### config.mk
export PLATFORM = sky130hd
export DESIGN_NAME = ext_bus_target
export DESIGN_NICKNAME = d
export VERILOG_FILES = /design/src/rtl/ext_bus_target.sv
export SDC_FILE = /design/constraint.sdc
export NUM_CORES = 2
export LEC_CHECK = 0
export CORE_UTILIZATION = 37
export CTS_BUF_LIST = sky130_fd_sc_hd__clkbuf_16
export DETAILED_ROUTE_END_ITERATION = 6
export PLACE_DENSITY = 0.48
export SLEW_MARGIN = 20
export SYNTH_ARGS = -nofsm -noshare
export SYNTH_HDL_FRONTEND = slang
export SYNTH_SLANG_ARGS = --single-unit
### constraint.sdc
create_clock -name clk -period 5.7 [get_ports clk]
set_input_delay 1.425 -clock clk [delete_from_list [all_inputs] [get_ports clk]]
set_output_delay 1.425 -clock clk [all_outputs]
set_load 0.02 [all_outputs]
### src/rtl/ext_bus_target.sv
// Multiplexed address/data bus target with a 2^ADDR_W x 16 backing store.
// Define EXT_BUS_TARGET_SYNC_EN to add a two-flop input synchronizer (3-cycle pin-to-edge-detect).
module ext_bus_target #(
  parameter int unsigned ADDR_W = 8
) (
  input  logic        clk,
  input  logic        rst_n,
  input  logic [15:0] din,
  output logic [15:0] dout,
  output logic        dout_en,
  input  logic        ale0,
  input  logic        ale1,
  input  logic        oe_n,
  input  logic        we_n,
  input  logic        bhe_n,
  output logic        bus_err
);

  localparam int unsigned PW = 21;
  // Pipeline layout: {din, bhe_n, we_n, oe_n, ale1, ale0}
  localparam logic [PW-1:0] PipeIdle = {16'h0000, 3'b111, 2'b00};

  typedef enum logic [1:0] {StIdle, StRead, StWrite} state_e;

  logic [PW-1:0] pin_vec, stage_in, cur_q;
  logic [3:0]    ctl_prev_q;
  logic [15:0]   din_prev_q;

  assign pin_vec = {din, bhe_n, we_n, oe_n, ale1, ale0};

`ifdef EXT_BUS_TARGET_SYNC_EN
  logic [PW-1:0] sync1_q, sync2_q;

  always_ff @(posedge clk or negedge rst_n) begin
    if (!rst_n) begin
      sync1_q <= PipeIdle;
      sync2_q <= PipeIdle;
    end else begin
      sync1_q <= pin_vec;
      sync2_q <= sync1_q;
    end
  end

  assign stage_in = sync2_q;
`else
  assign stage_in = pin_vec;
`endif

  always_ff @(posedge clk or negedge rst_n) begin
    if (!rst_n) begin
      cur_q      <= PipeIdle;
      ctl_prev_q <= PipeIdle[3:0];
      din_prev_q <= 16'h0000;
    end else begin
      cur_q      <= stage_in;
      ctl_prev_q <= cur_q[3:0];
      din_prev_q <= cur_q[20:5];
    end
  end

  logic ale0_fall, ale1_fall, ale_rise, oe_fall, oe_rise, we_fall, we_rise, conflict;

  assign ale0_fall = ctl_prev_q[0] & ~cur_q[0];
  assign ale1_fall = ctl_prev_q[1] & ~cur_q[1];
  assign ale_rise  = (~ctl_prev_q[0] & cur_q[0]) | (~ctl_prev_q[1] & cur_q[1]);
  assign oe_fall   = ctl_prev_q[2] & ~cur_q[2];
  assign oe_rise   = ~ctl_prev_q[2] & cur_q[2];
  assign we_fall   = ctl_prev_q[3] & ~cur_q[3];
  assign we_rise   = ~ctl_prev_q[3] & cur_q[3];
  assign conflict  = ~cur_q[2] & ~cur_q[3];

  state_e      state_q, state_d;
  logic [31:0] addr_q, cur_addr_q;
  logic [1:0]  cur_be_q;
  logic [15:0] dout_q, dout_d;
  logic        dout_en_q, dout_en_d;
  logic        bus_err_q, bus_err_d;
  logic        rd_hold, wr_commit, snap, in_range;
  logic [15:0] rd_word;
  logic [ADDR_W-1:0] idx;
  logic [15:0] mem [2**ADDR_W];

  assign in_range = (cur_addr_q >> (ADDR_W + 1)) == 32'd0;
  assign idx      = cur_addr_q[ADDR_W:1];
  assign rd_word  = in_range ? mem[idx] : 16'h0000;

  always_ff @(posedge clk or negedge rst_n) begin
    if (!rst_n) begin
      state_q    <= StIdle;
      addr_q     <= '0;
      cur_addr_q <= '0;
      cur_be_q   <= '0;
      dout_q     <= '0;
      dout_en_q  <= 1'b0;
      bus_err_q  <= 1'b0;
    end else begin
      state_q   <= state_d;
      dout_q    <= dout_d;
      dout_en_q <= dout_en_d;
      bus_err_q <= bus_err_d;
      if (ale0_fall) addr_q[15:0]  <= din_prev_q;
      if (ale1_fall) addr_q[31:16] <= din_prev_q;
      if (snap) begin
        cur_addr_q <= addr_q;
        cur_be_q   <= {~cur_q[4], ~addr_q[0]};
      end
    end
  end

  always_comb begin
    state_d = state_q;
    unique case (state_q)
      StIdle: begin
        if (conflict || we_fall) state_d = StWrite;
        else if (oe_fall)        state_d = StRead;
      end
      StRead: begin
        if (conflict)     state_d = StWrite;
        else if (oe_rise) state_d = StIdle;
      end
      StWrite: begin
        if (we_rise) state_d = StIdle;
      end
      default: state_d = StIdle;
    endcase
  end

  always_comb begin
    rd_hold   = (state_q == StRead) && (state_d == StRead);
    dout_en_d = rd_hold;
    dout_d    = rd_hold ? rd_word : 16'h0000;
    bus_err_d = bus_err_q | conflict | (ale_rise && (state_q != StIdle));
    wr_commit = (state_q == StWrite) && we_rise && in_range;
    snap      = (state_d != state_q) && (state_d != StIdle);
  end

  // Backing store is deliberately left out of reset.
  always_ff @(posedge clk) begin
    if (wr_commit) begin
      if (cur_be_q[0]) mem[idx][7:0]  <= din_prev_q[7:0];
      if (cur_be_q[1]) mem[idx][15:8] <= din_prev_q[15:8];
    end
  end

  assign dout    = dout_q;
  assign dout_en = dout_en_q;
  assign bus_err = bus_err_q;

endmodule

==> out/summary.txt <==
status = finished, final reports clean
Synth top area share = 75.8%
Via density = 5.56
Largest stage delay, worst path = 1000 ps
H-tree Lvls = 5
FF-to-FF path depth = 9
Reg-to-Reg Start = cur_addr_q[2]$_DFFE_PN0P_
Yosys top cell by area = edfxtp_1
top_reg_cell synth = edfxtp_1
Yosys warning count = 0
grt ovf = 0
asr flop ratio synth = 2.98%
max_slew headroom = 22.2%
max frequency = 0.202 GHz
overall global routing resource usage = 20.0%
count leader, synth = edfxtp_1
post-DR wirelength/cell = 31.4 µm
CTS tree = built
CP Max Fanout = 136
CP Data Required Time = 6560 ps
vias in the first global route = 82000
Non-Filler Instances = 14300
hold_buf cts = 0
top cells by area, synth = edfxtp_1 (76%), mux4_2 (11%), mux2i_1 (2.7%)
post-synthesis sequential area ratio = 77.7%
Hold Path Depth = 0
R2R Setup Slk = 740 ps
critical path, cell by cell = buf_12 > mux4_2 > a22oi_1 > nand4_1 > o21ai_0 > buf_4 > a41oi_1 > buf_4 > a311o_1
Pwr Density = 440 mW/mm²
routed vias = 79800
CP most frequent cell = buf_4
PortBufs = 40
final hold viol count = 0
Sink Count = 4222
die footprint = 0.442 mm²
actual slew at the worst max-slew pin = 1160 ps
hold_sp = cur_q[5]$_DFF_PN0_
global-route wire length before repair = 636000 µm
Post-CTS Resized = 0
CP startpoint = cur_addr_q[2]$_DFFE_PN0P_
Fin Setup TNS = 0 ps
critical path buffer and inverter count = 3
post-synthesis net count = 7959
FILL cells = 37500
Clock transition at path regs = 60 ps
#FFs+latches synth = 4222
WL final = 450000 µm
count of max-cap constraint violations = 0
CP delay by family, top = compound AO/OA/AOI/OAI gates
Post-CTS Setup Inserts = 0
Max Slew Vio Count = 0
routability cong. = 0.823
CTS buffer count = 448
dpl cells = 13500
chip height = 664 µm
Starting Density = 37.3%
mean area per synthesized cell = 20.5 µm²
WHS Endpoint = din_prev_q[0]$_DFF_PN0_
Detailed Place HPWL = 277000 µm
HP Class = reg -> reg
synth-to-layout area growth = 14.1%
Ports = 41
crit end category = flop
part of the cycle the worst path needs = 87.0%
residual DRC count = 0
RSZ-0062 raised after global routing = no
Skew-Pair Late Insertion Delay = 1010 ps
Clock Skews = 53.4 ps
area of the core = 0.436 mm²
Leak = 58.2 nW
Max VDD drop = 0.321 mV
Commonest cells post-synth = edfxtp_1 (4096), mux4_2 (767), nor2_1 (567), mux2i_1 (439), clkbuf_1 (257)
FP Rows = 242
EDFF count, synth = 4096
Period minus WS final = 4960 ps
setup violators final = 0
Initial DRC Count = 7771
Die W = 664 µm
share of cells above drive strength 1 = 22.7%
Netlist cell types = 53
Synth Cell Area = 0.162 mm²
first drt pass iteration count = 7
crit path DAT = 5820 ps
fin nets = 8244
slowest stage cell, crit path = dfrtp_4
largest net degree at the start of global routing = 139
antenna viol nets, final = 0
FF-to-FF End = dout[3]$_DFF_PN0_
CTS root buf = clkbuf_16
crit path kind = reg -> reg
antenna violations before repair = 19
Syn Inst Count = 7936
Max Root-Sink Buffers = 4
startpoint types = flop
[sequential cells by signal, indices dropped and copies added, names as in the netlist]
signal,cells
din_prev_q,16
dout_en,1
state_q,2
dout,16
cur_addr_q,31
cur_q,21
bus_err,1
cur_be_q,2
ctl_prev_q,4
addr_q,32
mem,4096
[metrics by stage]
step	setup slack, ps	cell area [µm²]	util [%]	hold slack [ps]	power (mW)
final	744	185000	42.5	348	81.6
after global routing	665	185000	42.5	354	84.2
after CTS	873	185000	42.5	350	82.5
after detailed placement	914	171000	39.2	336	53.7
after global placement	963	171000	39.2	332	53.7
after floorplan	1700	162000	-	331	46.7
[cell families (layout without fill, tap and decap cells)]
family,count (synthesis),count (layout),synth area share (%)
AND/OR/NAND/NOR,970,970,2.61
multiplexers,1376,1376,14.5
other,0,7,0
buffers and inverters,514,1184,1.44
flip-flops,4222,4222,77.7
AO/OA/AOI/OAI,854,854,3.72
[layer usage]
layer / global-route usage (%) / vias to the layer above / share of wire, %
met4: 4.59 / 2 / 2.2
met3: 2.66 / 582 / 5.4
li1: - / 33500 / -
met2: 32.8 / 2443 / 48
met5: 0 / - / 0.0044
met1: 28.5 / 43300 / 44
[cells in the final DEF (no fill, tap or decap), types with 105 or more instances in the layout]
| master | count |
|---|---|
| nor2_1 | 564 |
| inv_1 | 116 |
| mux4_2 | 767 |
| buf_4 | 260 |
| clkinv_1 | 105 |
| o22ai_1 | 161 |
| nand2_1 | 114 |
| edfxtp_1 | 4096 |
| mux2_2 | 170 |
| a21oi_1 | 142 |
| mux2i_1 | 439 |
| a22oi_1 | 108 |
| clkbuf_16 | 451 |
[worst max-delay path by stage]
stage / cells past startpoint / slack [ps] / endpoint
after floorplan: 0 / 1700 / mem[0][0]$_DFFE_PP_
after global placement: 9 / 960 / dout[3]$_DFF_PN0_
after detailed placement: 9 / 910 / dout[3]$_DFF_PN0_
after CTS: 9 / 870 / dout[3]$_DFF_PN0_
after global routing: 9 / 670 / dout[6]$_DFF_PN0_
final: 9 / 740 / dout[3]$_DFF_PN0_
[where the power goes]
group          total (mW)  switching, mW  internal (mW)  leakage, nW
combinational        18.1           11.1           7.07         12.4
clock                28.8           12.3           16.5         7.54
sequential           34.7          0.511           34.2         38.3
[final cells by class]
type,instances,area [µm²],share of cell area (%)
sequential,4222,126000,68.1
multi-input combinational,3200,34100,18.4
clock buffer,451,11300,6.09
tap,5734,7170,3.87
timing repair buffer,346,3270,1.77
clock inverter,384,3250,1.75
antenna,7,17.5,0.00945
inverter,3,11.3,0.00608
Power figures use the tool's default switching activity.
